## src/rtl/clk_div_arbiter_pkg.sv

```systemverilog
// Shared types for the clock-divider arbiter: FSM state encoding and the
// default divider ratio width/type.
package clk_div_arb_pkg;

    localparam int DIV_W_DEFAULT = 32;

    typedef logic [DIV_W_DEFAULT-1:0] ratio_t;

    typedef enum logic [1:0] {
        IDLE,
        DISABLE,
        CONFIG,
        RUN
    } arb_state_t;

endpackage

```

## src/rtl/clk_div_arbiter_rr_arbiter.sv

```systemverilog
// Combinational round-robin pick: first set request at or above the pointer,
// wrapping around, reported as one-hot plus index.
module rr_arbiter #(
    parameter int NUM_REQ = 4,
    parameter int IDXW    = $clog2(NUM_REQ)
) (
    input  logic [NUM_REQ-1:0] req,
    input  logic [IDXW-1:0]    ptr,
    output logic [NUM_REQ-1:0] winOneHot,
    output logic [IDXW-1:0]    winIdx,
    output logic               valid
);

    int              cand;
    logic [IDXW-1:0] candIdx;

    // Scan from the pointer upward; the first hit is the winner.
    always_comb begin
        winOneHot = '0;
        winIdx    = '0;
        valid     = 1'b0;
        cand      = 0;
        candIdx   = '0;
        for (int k = 0; k < NUM_REQ; k++) begin
            cand = int'(ptr) + k;
            if (cand >= NUM_REQ) begin
                cand = cand - NUM_REQ;
            end
            candIdx = IDXW'(cand);
            if (!valid && req[candIdx]) begin
                valid              = 1'b1;
                winIdx             = candIdx;
                winOneHot[candIdx] = 1'b1;
            end
        end
    end

endmodule

```

## src/rtl/clk_div_arbiter.sv

```systemverilog
// Round-robin owner of a shared programmable clock divider: disable, settle,
// load ratio, enable, hold until release. Optional forced revoke: CLK_DIV_ARB_TIMEOUT_EN.
module clk_div_arbiter
    import clk_div_arb_pkg::*;
#(
    parameter int NUM_REQ       = 4,
    parameter int DIV_W         = DIV_W_DEFAULT,
    parameter int SETTLE_CYCLES = 2,
    parameter int MAX_HOLD      = 1024
) (
    input  logic                     Clk,
    input  logic                     Reset_n,
    input  logic [NUM_REQ-1:0]       Req,
    input  logic [NUM_REQ*DIV_W-1:0] ReqDiv,
    output logic [NUM_REQ-1:0]       Grant,
    output logic                     Busy,
    output logic [NUM_REQ-1:0]       Revoked,
    output logic                     DivEnable,
    output logic                     DivConfig,
    output logic [DIV_W-1:0]         DivDin
);

    localparam int IDXW = $clog2(NUM_REQ);
    localparam int SCW  = $clog2(SETTLE_CYCLES + 1);

    arb_state_t         state, nextState;
    logic [IDXW-1:0]    rrPtr, ownerIdx, arbIdx, nextPtr;
    logic [NUM_REQ-1:0] arbOneHot, ownerOneHot;
    logic               arbValid, loadOwner, loadDin, ptrAdvance, ownerReq;
    logic [SCW-1:0]     settleCnt;
    logic [DIV_W-1:0]   latchedDiv;
    logic               revokeFire;

    rr_arbiter #(.NUM_REQ(NUM_REQ), .IDXW(IDXW)) uArb (
        .req       (Req),
        .ptr       (rrPtr),
        .winOneHot (arbOneHot),
        .winIdx    (arbIdx),
        .valid     (arbValid)
    );

    assign ownerOneHot = NUM_REQ'(1) << ownerIdx;
    assign ownerReq    = Req[ownerIdx];
    assign nextPtr     = (ownerIdx == IDXW'(NUM_REQ - 1)) ? '0 : ownerIdx + IDXW'(1);

`ifdef CLK_DIV_ARB_TIMEOUT_EN
    localparam logic [31:0] HOLD_MAX  = 32'(MAX_HOLD);
    localparam logic [31:0] HOLD_LAST = 32'(MAX_HOLD - 1);

    logic [31:0]        holdCnt;
    logic [NUM_REQ-1:0] revokedQ;
    logic               otherReq;

    assign otherReq = (Req & ~ownerOneHot) != '0;
    assign Revoked  = revokedQ;

    // Counts RUN cycles from zero at RUN entry and saturates at the limit.
    always_ff @(posedge Clk) begin
        if (!Reset_n) begin
            holdCnt  <= '0;
            revokedQ <= '0;
        end else begin
            revokedQ <= revokeFire ? ownerOneHot : '0;
            if (state != RUN) begin
                holdCnt <= '0;
            end else if (holdCnt != HOLD_MAX) begin
                holdCnt <= holdCnt + 32'd1;
            end
        end
    end
`else
    assign Revoked = '0;
`endif

    // Dropping the owner's request in any active state returns to IDLE and
    // still advances the pointer, so an aborted requester loses its turn.
    always_comb begin
        nextState  = state;
        loadOwner  = 1'b0;
        loadDin    = 1'b0;
        ptrAdvance = 1'b0;
        revokeFire = 1'b0;
        unique case (state)
            IDLE: begin
                if (arbValid) begin
                    nextState = DISABLE;
                    loadOwner = 1'b1;
                end
            end
            DISABLE: begin
                if (!ownerReq) begin
                    nextState  = IDLE;
                    ptrAdvance = 1'b1;
                end else if (settleCnt == SCW'(SETTLE_CYCLES - 1)) begin
                    nextState = CONFIG;
                    loadDin   = 1'b1;
                end
            end
            CONFIG: begin
                if (!ownerReq) begin
                    nextState  = IDLE;
                    ptrAdvance = 1'b1;
                end else begin
                    nextState = RUN;
                end
            end
            RUN: begin
                if (!ownerReq) begin
                    nextState  = IDLE;
                    ptrAdvance = 1'b1;
`ifdef CLK_DIV_ARB_TIMEOUT_EN
                end else if (holdCnt >= HOLD_LAST && otherReq) begin
                    nextState  = IDLE;
                    ptrAdvance = 1'b1;
                    revokeFire = 1'b1;
`endif
                end
            end
            default: nextState = IDLE;
        endcase
    end

    always_ff @(posedge Clk) begin
        if (!Reset_n) begin
            state      <= IDLE;
            rrPtr      <= '0;
            ownerIdx   <= '0;
            settleCnt  <= '0;
            latchedDiv <= '0;
            DivDin     <= '0;
        end else begin
            state     <= nextState;
            settleCnt <= (state == DISABLE) ? settleCnt + SCW'(1) : '0;
            if (loadOwner) begin
                ownerIdx   <= arbIdx;
                latchedDiv <= ReqDiv[arbIdx*DIV_W +: DIV_W];
            end
            if (loadDin) begin
                DivDin <= latchedDiv;
            end
            if (ptrAdvance) begin
                rrPtr <= nextPtr;
            end
        end
    end

    assign Busy      = state != IDLE;
    assign DivEnable = state == RUN;
    assign DivConfig = state == CONFIG;
    assign Grant     = (state == RUN) ? ownerOneHot : '0;

endmodule
```

## config.mk

```make
export PLATFORM = sky130hd
export DESIGN_NAME = clk_div_arbiter
export DESIGN_NICKNAME = d
export VERILOG_FILES = /design/src/rtl/clk_div_arbiter_pkg.sv /design/src/rtl/clk_div_arbiter_rr_arbiter.sv /design/src/rtl/clk_div_arbiter.sv
export SDC_FILE = /design/constraint.sdc
export NUM_CORES = 1
export LEC_CHECK = 0
export ABC_AREA = 0
export BUFFER_PORTS_ARGS = -buffer_cell sky130_fd_sc_hd__buf_2
export CORE_ASPECT_RATIO = 1.1
export CORE_MARGIN = 3
export CORE_UTILIZATION = 51
export CTS_CLUSTER_DIAMETER = 60
export DETAILED_ROUTE_END_ITERATION = 8
export MAX_ROUTING_LAYER = met4
export PLACE_DENSITY_LB_ADDON = 0.25
export SYNTH_ARGS = -nofsm -noshare
export SYNTH_HDL_FRONTEND = slang
export SYNTH_SLANG_ARGS = --single-unit
```

## constraint.sdc

```tcl
create_clock -name Clk -period 3 [get_ports Clk]
set_clock_uncertainty 0.15 [all_clocks]
set_input_delay 0.15 -clock Clk [delete_from_list [all_inputs] [get_ports Clk]]
set_output_delay 0.15 -clock Clk [all_outputs]
set_load 0.02 [all_outputs]
```

== After elaboration in Yosys (flattened, before gate mapping) ==
Cells that the tools add are included.

* Reduce and logical (&&, ||, !) cells: 11
* Shift operators: 2
* Equal/unequal tests: 8
* $add $sub $neg: 9
* $lt $le $gt $ge: 9
* Mux-type cells: 37

{| class="wikitable"
|+ Operators with widths
! kind !! count
|-
| $shiftx A128 B8 Y32 || 1
|-
| $mux W2 || 14
|-
| $mux W1 || 16
|-
| $lt A2 B3 Y1 const B || 5
|-
| $bmux W1 S2 || 5
|-
| $ge A3 B3 Y1 const B || 3
|-
| $pmux W2 S4 || 1
|-
| $sub A2 B1 Y2 const B || 4
|-
| $add A2 B2 Y3 const B || 2
|-
| $eq A2 B2 Y1 const B || 3
|-
| $add A2 B1 Y2 const B || 2
|-
| $eq A2 B1 Y1 const B || 2
|-
| $mux W4 || 1
|-
| $ne A2 B2 Y1 const B || 2
|-
| $shl A1 B2 Y4 const A || 1
|-
| $add A2 B1 Y3 const B || 1
|-
| $ge A2 B3 Y1 const B || 1
|-
| $logic_and A1 B1 Y1 || 3
|-
| $logic_not A1 Y1 || 3
|-
| $ne A3 B3 Y1 const B || 1
|-
| $reduce_and A3 Y1 || 1
|-
| $reduce_or A3 Y1 || 1
|-
| $logic_not A2 Y1 || 1
|-
| $reduce_and A2 Y1 || 1
|-
| $reduce_bool A2 Y1 || 1
|}

* Logic and storage cells: 82
* Bits of input ports: 134
* Flip-flop bits (word level): 72

== Longest topological paths before layout ==
Gate-level depths: netlist of run 1.

* Depth in word-level cells: 16
* Mapped depth: 8
* Gate-level depth less buffers: 5

== Modules after synthesis ==
A second synthesis of run 1 with hierarchy kept.

* Cell total of the unflattened synthesis: 354
* Area, all modules: 3961.3 µm²

{| class="wikitable"
|+ By module, submodules not included
! module !! times used !! area each (µm²) !! cells each
|-
| clk_div_arbiter || 1 || 3539.6 || 309
|-
| rr_arbiter || 1 || 421.7 || 45
|}

== Worst setup path after synthesis of run 1 ==
No wires, ideal clock.

* Path type: register to register
* Start: register rrPtr[1]
* End: register latchedDiv[28]
* Cell stages (with the launch flop): 8
* Period minus slack after synthesis: 1874 ps
* Path buffers: 2
* Setup slack: 1126 ps
* Arrival time: 1595 ps
* Setup time: 129 ps
* Data required time: 2721 ps
* Cells stage by stage: dfxtp_1 mux2i_1 nor2_2 nor3_4 buf_6 buf_6 mux2i_1 o221ai_2

* Longest elaborated chain between the ends: 16
* Elaborated cells on any way between the ends: 40
* Classes of those cells: add/sub: 7; order compare: 4; shift: 1; mux: 22; reduce/logical: 6

{| class="wikitable"
|+ Ends and longest elaborated chain
! what !! line !! RTL
|-
| start: declaration || clk_div_arbiter.sv:27 || <nowiki>logic [IDXW-1:0] rrPtr, ownerIdx, arbIdx, nextPtr;</nowiki>
|-
| start signal: assignment || clk_div_arbiter.sv:142 || <nowiki>rrPtr <= nextPtr;</nowiki>
|-
| parallel branches: the longest is 16 deep, another holds $add A2 B1 Y3 || - ||
|-
| end signal: assignment || clk_div_arbiter.sv:136 || <nowiki>latchedDiv <= ReqDiv[arbIdx*DIV_W +: DIV_W];</nowiki>
|-
| end: declaration || clk_div_arbiter.sv:31 || <nowiki>logic [DIV_W-1:0] latchedDiv;</nowiki>
|}

Several ways; the timed one is not identified. The select of a mux whose other input is x is not followed.
A chain may end at the register's enable or synchronous reset.

== Worst setup path after layout of run 1 ==
Same ends and word-level chain as after synthesis.

==> flow_summary.toml, run 1 <==
[outcome]
status = "complete, no violations"

[global_route]
grt_pass1_wl_um = 19500
grt-busiest-layer = "met2"
use_met2 = 0.499
grt_pass1_vias = 4101
grt_util_met1 = 0.319
grt.total_usage = 0.287
antenna_found_initial = 0
grt-ovfl-total = 0
grt_max_degree = 40
grt_use_met3 = 0.0641

[yosys]
yosysWarnings = 0
synthXorXnorAreaFrac = 0
synth_common_cells = "nand2_1 (85), dfxtp_1 (72), mux2i_1 (49)"
synthAdderAreaFrac = 0.0160
synth_cell_types = 40
synth_compound_area_frac = 0.234
synthMuxAreaShare = 0.134
synth-simple-area-share = 0.179
synth_edf_count = 0
synth_cells = 438
syn_avg_cell_area_sq_um = 8.94
synth.top_cells.by_area = "dfxtp_1 (37%), mux2i_1 (13%), nand2_1 (8.1%)"
syn_area_sq_mm = 0.00392
ys_seq_area_frac = 0.368
synth.most_common_cell = "nand2_1"
synth_async_sr_flop_share = 0
synth-seq-cells = 72
yosys.area.top_type_share = 0.368
synth_top_area_cell = "dfxtp_1"
yosys_most_used_dff = "dfxtp_1"
synth_top_family_by_area = "compound AO/OA/AOI/OAI gates"

[worst_setup_path]
required_ns = 3.05
arrival_ns = 2.79
crit_path_end = "latchedDiv[28]"
reg2reg_slack_ns = 0.27
reg2reg_depth = 7
critPathLaunchType = "flip-flop"
rr_endpoint = "latchedDiv[28]"
cp_max_fo = 19
critical_path_class = "flip-flop to flip-flop"
startpoint = "rrPtr[1]"
r2r-start = "rrPtr[1]"
end_kind = "flip-flop"

[die]
coreArea_sq_mm = 0.00725
dieWidth_um = 89.6
ios = 177
fp.dieArea_sq_mm = 0.00877
start_util = 0.540
rows = 32
die_y_um = 97.9

[sta]
fin_crit_ns = 2.73
setup_violations = 0
worst_pin_slew_ns = 1.13
drv_slew = 0
hold_viol_final = 0
rsz0062_at_grt = "no"
relSlewSlack = 0.244
max_freq_mhz = 366
fin_crit_sh = 0.911
setup_tns_ns = 0

[routing]
antenna_left = 0
vias_per_cell = 5.34
drc = 0
dr.pass1.iters = 5
finalWirelength_um = 12500
drtIter0Drc = 119
vias = 4119
wl_per_cell_um = 16.1

[power_and_ir_drop]
p_leak_uw = 0.00257
ir_worst_vdd_mv = 0.199
power_density_mw_per_mm2 = 430
comb_power_share = 0.264
cell_internal_pwr_uw = 1750
power_frac_seq = 0.437
power_switching_uw = 714
p_clk_frac = 0.299
switching_share = 0.290

[cts]
cts_sinks = 72
cts_buffers = 9
clk_latency_ns = 0.33
cts_tree = "yes"
clockBufferDepth = 2
htreeDepth = 3
path_clk_slew_ns = 0.08
cts-root-buf = "clkbuf_8"

[placement]
port_buffers = 172
gp_congestion = 0.840
dp_hpwl_um = 7770

[final_layout]
utilization = 0.789
layout-drive-gt1-share = 0.349
fin_nets = 804
area_delta_synth_final_pct = 46.0
num_antenna_cells = 0

[worst_hold_path]
hold_class = "primary input to flip-flop"

[flow_run]
cap_violations = 0
## per-layer routing
metal / up-vias / share of wire
met2: 220 / 0.52
met3: 19 / 0.078
met1: 1859 / 0.39
li1: 2021 / -
met5: - / 0
met4: 0 / 0.012
## logic make-up after synthesis
group | count (synthesis)
DFF | 72
and+or+nand+nor | 149
other | 1
AOI/OAI and AO/OA | 110
buffers and inverters | 50
adders and majority gates | 5
muxes | 51
## critical path: stages, from the launching register on
cell and delay [ns]:
dfxtp_1 0.40, mux2i_1 0.27, nor2_2 0.20, nor3_4 0.25, buf_4 0.36, mux2i_1 0.26
dlygate4sd3_1 0.60, o221ai_2 0.09
## power by group through the flow
stage	Sequential, uW	Clock (uW)	Combinational [uW]
floorplan	1080	0	368
detailed placement	1100	0	509
finish	1080	736	649
global placement	1090	0	497
CTS	1070	744	627
global route	1080	783	702
## how the worst min path moves through the flow
stage                       from        endpoint  slack [ns]  cells after the start
floorplan             ReqDiv[95]  latchedDiv[31]        0.20                      2
global placement    settleCnt[0]    settleCnt[0]        0.26                      1
detailed placement  settleCnt[0]    settleCnt[0]        0.27                      1
CTS                   ReqDiv[55]  latchedDiv[23]      0.0006                      3
global route          ReqDiv[10]  latchedDiv[10]        0.01                      3
finish                 ReqDiv[0]   latchedDiv[0]       0.007                      3
## registers in the layout (all words and copies together) (netlist names)
signal      count
state           2
ownerIdx        2
rrPtr           2
latchedDiv     32
DivDin         32
settleCnt       2
## area by class of cell
type / instances / area (sq um)
inverters: 6 / 22.5
fillers: 485 / 1530
well taps: 102 / 128
repair buffers: 257 / 1710
multi-input cells: 319 / 2230
flip-flops and latches: 72 / 1440
clock buffers: 10 / 128
clock inverters: 6 / 60.1
## through the flow
stage	power, uW	setup slack [ns]	cell area, sq um	cells	hold WS, ns
after global routing	2570	0.101	5720	772	0.00970
after detailed placement	1600	0.687	4740	679	0.268
after CTS	2450	0.155	5700	772	0.000647
after global placement	1590	0.741	4740	679	0.257
after floorplan	1450	1.13	3930	441	0.200
final	2460	0.267	5720	772	0.00723
## timing repair
action / in CTS / in global routing
setup endpoints to repair: 0 / 5
hold endpoints to repair: 31 / 0
hold buffers: 77 / 0
buffers inserted: 0 / 0
gates resized for setup: 0 / 3
## layout by cell type (no fill, tap or decap), types with 3 or more instances in the layout
cell	count
nand2_1	85
nor2b_1	3
clkinv_2	3
o31ai_1	17
dfxtp_1	72
inv_1	5
a21o_1	18
mux2i_1	49
ha_1	5
nand4_1	17
o221ai_2	14
o211ai_2	16
nand2b_1	3
nand3_1	16
dlygate4sd3_1	77
and3_1	5
buf_4	6
clkbuf_8	9
nor2_1	8
conb_1	4
or2_1	3
a21oi_1	37
buf_2	172
Power figures use the tool's default switching activity.
==> run 2, diff against run 1 <==
--- a/config.mk
+++ b/config.mk
@@ -10,7 +10,6 @@
 export CORE_ASPECT_RATIO = 1.1
 export CORE_MARGIN = 3
 export CORE_UTILIZATION = 51
-export CTS_CLUSTER_DIAMETER = 60
 export DETAILED_ROUTE_END_ITERATION = 8
 export MAX_ROUTING_LAYER = met4
 export PLACE_DENSITY_LB_ADDON = 0.25
==> constraint.sdc (replaced) <==
create_clock -name Clk -period 3.5 [get_ports Clk]
set_clock_uncertainty 0.15 [all_clocks]
set_input_delay 0.175 -clock Clk [delete_from_list [all_inputs] [get_ports Clk]]
set_output_delay 0.175 -clock Clk [all_outputs]
set_load 0.02 [all_outputs]
==> flow_summary.toml, run 2 (synthesis results as in run 1) <==
[outcome]
status = "complete, no violations"

[die]
coreArea_sq_mm = 0.00725
start_util = 0.540
rows = 32
ios = 177
dieWidth_um = 89.6
fp.dieArea_sq_mm = 0.00877
die_y_um = 97.9

[routing]
antenna_left = 0
drc = 0
wl_per_cell_um = 16.4
vias_per_cell = 5.47
vias = 4090
drtIter0Drc = 148
dr.pass1.iters = 4
finalWirelength_um = 12300

[worst_setup_path]
critPathLaunchType = "flip-flop"
reg2reg_slack_ns = 0.31
startpoint = "rrPtr[1]"
crit_path_end = "latchedDiv[15]"
reg2reg_depth = 7
critical_path_class = "flip-flop to flip-flop"
r2r-start = "rrPtr[1]"
cp_max_fo = 48
rr_endpoint = "latchedDiv[15]"
required_ns = 3.58
end_kind = "flip-flop"
arrival_ns = 3.27

[global_route]
grt-ovfl-total = 0
grt_max_degree = 49
grt.total_usage = 0.282
grt_pass1_wl_um = 19100
antenna_found_initial = 0
grt_pass1_vias = 4026

[cts]
postCtsHoldBufs = 56
htreeDepth = 3
cts-root-buf = "clkbuf_8"
clk_latency_ns = 0.34
postCtsSetupRepairBufs = 0
clockBufferDepth = 2
cts_tree = "yes"
path_clk_slew_ns = 0.07
cts_buffers = 9
cts_sinks = 72
cts_resized = 0

[sta]
rsz0062_at_grt = "no"
setup_ws_ns = 0.313
relSlewSlack = 0.228
hold_viol_final = 0
fin_crit_sh = 0.911
max_freq_mhz = 314
setup_tns_ns = 0
fin_crit_ns = 3.19
setup_violations = 0
drv_slew = 0
worst_pin_slew_ns = 1.16

[worst_hold_path]
hold_class = "primary input to flip-flop"
min_path_cells = 3

[final_layout]
fin_nets = 780
top_regs = "DivDin x32, latchedDiv x32"
mostFrequentLayoutCells = "buf_2 (172), nand2_1 (85), dfxtp_1 (72), dlygate4sd3_1 (56), mux2i_1 (49)"
num_antenna_cells = 0
final_common_cell = "buf_2"
area_delta_synth_final_pct = 39.4
layout-drive-gt1-share = 0.356
stdcell_area_sq_mm = 0.00546

[placement]
port_buffers = 172
dpl_cell_area_sq_mm = 0.00471
gp_congestion = 0.843
pre_cts_ws_ns = 0.980
dp_hpwl_um = 7720

[power_and_ir_drop]
p_leak_uw = 0.00245
ir_worst_vdd_mv = 0.190
power_density_mw_per_mm2 = 380

[flow_run]
cap_violations = 0
[run 2: how the worst min path moves through the flow]
| stage | startpoint | endpoint | slack [ns] |
|---|---|---|---|
| after floorplan | ReqDiv[95] | latchedDiv[31] | 0.22 |
| final | ReqDiv[98] | latchedDiv[2] | 0.005 |
| after detailed placement | settleCnt[0] | settleCnt[0] | 0.27 |
| after global placement | settleCnt[0] | settleCnt[0] | 0.26 |
| after CTS | ReqDiv[32] | latchedDiv[0] | 0.00008 |
| after global routing | ReqDiv[2] | latchedDiv[2] | 0.02 |
[run 2: per-layer routing]
metal / vias up / wire length [um] / global-route usage / share of wire
met4: 0 / 396 / 0.139 / 0.032
li1: 1980 / - / - / -
met1: 1843 / 4870 / 0.311 / 0.40
met5: - / 0 / - / 0
met2: 231 / 5980 / 0.474 / 0.49
met3: 36 / 1020 / 0.0549 / 0.083
[run 2: area by class of cell]
type | count | area, sq um
Clock buffer | 11 | 131
Clock inverter | 5 | 57.6
Fill cell | 520 | 1790
Inverter | 6 | 22.5
Multi-Input combinational cell | 319 | 2220
Sequential cell | 72 | 1440
Tap cell | 102 | 128
Timing Repair Buffer | 233 | 1460
[run 2: worst max-delay path, stage by stage, from the launching register on]
cell and delay [ns]:
dfxtp_1 0.40, mux2i_1 0.28, nor2_2 0.19, nor3_4 0.21
buf_4 0.64, mux2i_1 0.37, o221ai_2 0.14, dlygate4sd3_1 0.60
[run 2: power by group]
group          internal, uW  switching (uW)
registers               882            39.2
clock network           328             309
logic                   258             261
total                  1470             609
[run 2: per-stage QoR]
step / hold slack (ns) / total power, uW / util / std cells
floorplan: 0.225 / 1240 / - / 441
global placement: 0.257 / 1360 / 0.650 / 676
detailed placement: 0.266 / 1370 / 0.650 / 676
CTS: 0.0000760 / 2070 / 0.753 / 748
global route: 0.0167 / 2170 / 0.753 / 748
finish: 0.00500 / 2080 / 0.753 / 748
==> run 3, diff against run 2 <==
--- a/config.mk
+++ b/config.mk
@@ -9,8 +9,9 @@
 export BUFFER_PORTS_ARGS = -buffer_cell sky130_fd_sc_hd__buf_2
 export CORE_ASPECT_RATIO = 1.1
 export CORE_MARGIN = 3
-export CORE_UTILIZATION = 51
+export CORE_UTILIZATION = 45
 export DETAILED_ROUTE_END_ITERATION = 8
+export HOLD_SLACK_MARGIN = 0.15
 export MAX_ROUTING_LAYER = met4
 export PLACE_DENSITY_LB_ADDON = 0.25
 export SYNTH_ARGS = -nofsm -noshare
==> constraint.sdc (replaced) <==
create_clock -name Clk -period 3.5 [get_ports Clk]
set_clock_uncertainty 0.15 [all_clocks]
set_input_delay 0.35 -clock Clk [delete_from_list [all_inputs] [get_ports Clk]]
set_output_delay 0.35 -clock Clk [all_outputs]
set_load 0.02 [all_outputs]
==> flow_summary.toml, run 3 (synthesis results as in run 1) <==
[routing]
drc = 0
vias = 3766
drtIter0Drc = 152
antenna_left = 0
dr.pass1.iters = 4
vias_per_cell = 5.24
finalWirelength_um = 11100
wl_per_cell_um = 15.4

[final_layout]
area_delta_synth_final_pct = 31.9
fin_nets = 742
stdcell_area_sq_mm = 0.00517
top_regs = "DivDin x32, latchedDiv x32"
num_antenna_cells = 0
final_common_cell = "buf_2"
mostFrequentLayoutCells = "buf_2 (172), nand2_1 (85), dfxtp_1 (72), mux2i_1 (49), a21oi_1 (37)"
layout-drive-gt1-share = 0.382
fillerInstances = 774

[die]
rows = 35
ios = 177
coreArea_sq_mm = 0.00841
fp.dieArea_sq_mm = 0.00986
die_y_um = 104
start_util = 0.466
dieWidth_um = 94.9

[sta]
worst_pin_slew_ns = 1.15
fin_crit_ns = 2.78
drv_slew = 0
rsz0062_at_grt = "no"
setup_violations = 0
max_freq_mhz = 360
setup_tns_ns = 0
relSlewSlack = 0.232
hold_viol_final = 0
fin_crit_sh = 0.793

[cts]
htreeDepth = 3
clk_latency_ns = 0.34
cts_tree = "yes"
cts_sinks = 72
cts_buffers = 9
cts-root-buf = "clkbuf_8"
path_clk_slew_ns = 0.08
clockBufferDepth = 2

[worst_setup_path]
crit_chain = "nand2b_1, a21oi_2, nor3_4, buf_4, mux2i_1, dlygate4sd3_1, o211ai_2"
arrival_ns = 2.83
cp_max_fo = 18
critPathLaunchType = "flip-flop"
cpPeakStageDelay_ns = 0.71
critical_path_class = "flip-flop to flip-flop"
reg2reg_depth = 7
cpMaxStageDelayCell = "a21oi_2"
end_kind = "flip-flop"
required_ns = 3.55

[global_route]
grt.total_usage = 0.230
grt_max_degree = 41
antenna_found_initial = 0
grt_pass1_vias = 3707
grt_pass1_wl_um = 17600
grt-ovfl-total = 0

[outcome]
status = "complete, no violations"

[power_and_ir_drop]
power_density_mw_per_mm2 = 436
p_leak_uw = 0.00233
ir_worst_vdd_mv = 0.207

[flow_run]
cap_violations = 0

[worst_hold_path]
min_path_cells = 3
hold_class = "primary input to flip-flop"

[placement]
port_buffers = 172
dpl_cell_area_sq_mm = 0.00473
dp_hpwl_um = 7950
gp_congestion = 0.862
==> run 3: cell type report <==
type / instances / area [sq um] / area share
inverter: 6 / 22.5 / 0.00436
tap: 111 / 139 / 0.0269
clock buffer: 11 / 141 / 0.0274
timing repair buffer: 195 / 1080 / 0.208
sequential: 72 / 1440 / 0.279
multi-input combinational: 319 / 2220 / 0.430
clock inverter: 5 / 128 / 0.0247
==> run 3: critical path: cells and delay by family (launching register included) <==
kind,cells,cell delay [ns]
AO/OA/AOI/OAI,2,0.78
flip-flops,1,0.36
AND/OR/NAND/NOR,2,0.26
buffers and inverters,2,0.86
multiplexers,1,0.22
==> run 3: repair_timing <==
action	4_1_cts	5_1_grt
resized for setup	0	0
hold buffers	17	0
hold endpoints to repair	10	0
buffers inserted	0	0
==> run 3: path summary, 6_finish.rpt <==
check | startpoint | endpoint | slack (ns)
hold reg to reg | settleCnt[0] | settleCnt[0] | 0.27
setup reg to reg | rrPtr[1] | latchedDiv[25] | 0.72
hold / removal | ReqDiv[109] | latchedDiv[13] | 0.17
setup / recovery | rrPtr[1] | latchedDiv[25] | 0.72
==> run 3: power breakdown <==
group	leakage, uW	switching (uW)	total (uW)	internal, uW
registers	0.000588	42.2	924	882
clock network	0.000130	302	867	565
logic	0.00161	244	460	216
total	0.00233	589	2250	1660
==> run 3: through the flow <==
step                hold WS [ns]  setup slack [ns]  utilization  cells  power, uW
global route               0.169             0.567        0.615    719       2360
global placement           0.257              1.00        0.562    686       1360
floorplan                  0.248              1.63            -    441       1240
detailed placement         0.267             0.929        0.562    686       1380
finish                     0.166             0.723        0.615    719       2250
CTS                        0.151             0.801        0.615    719       2260
==> run 3: routing by layer <==
layer | up-vias | global-route usage | wire length, um
li1 | 1900 | - | -
met2 | 153 | 0.380 | 5440
met3 | 12 | 0.0407 | 801
met5 | - | - | 0
met1 | 1701 | 0.275 | 4650
met4 | 0 | 0.0866 | 182
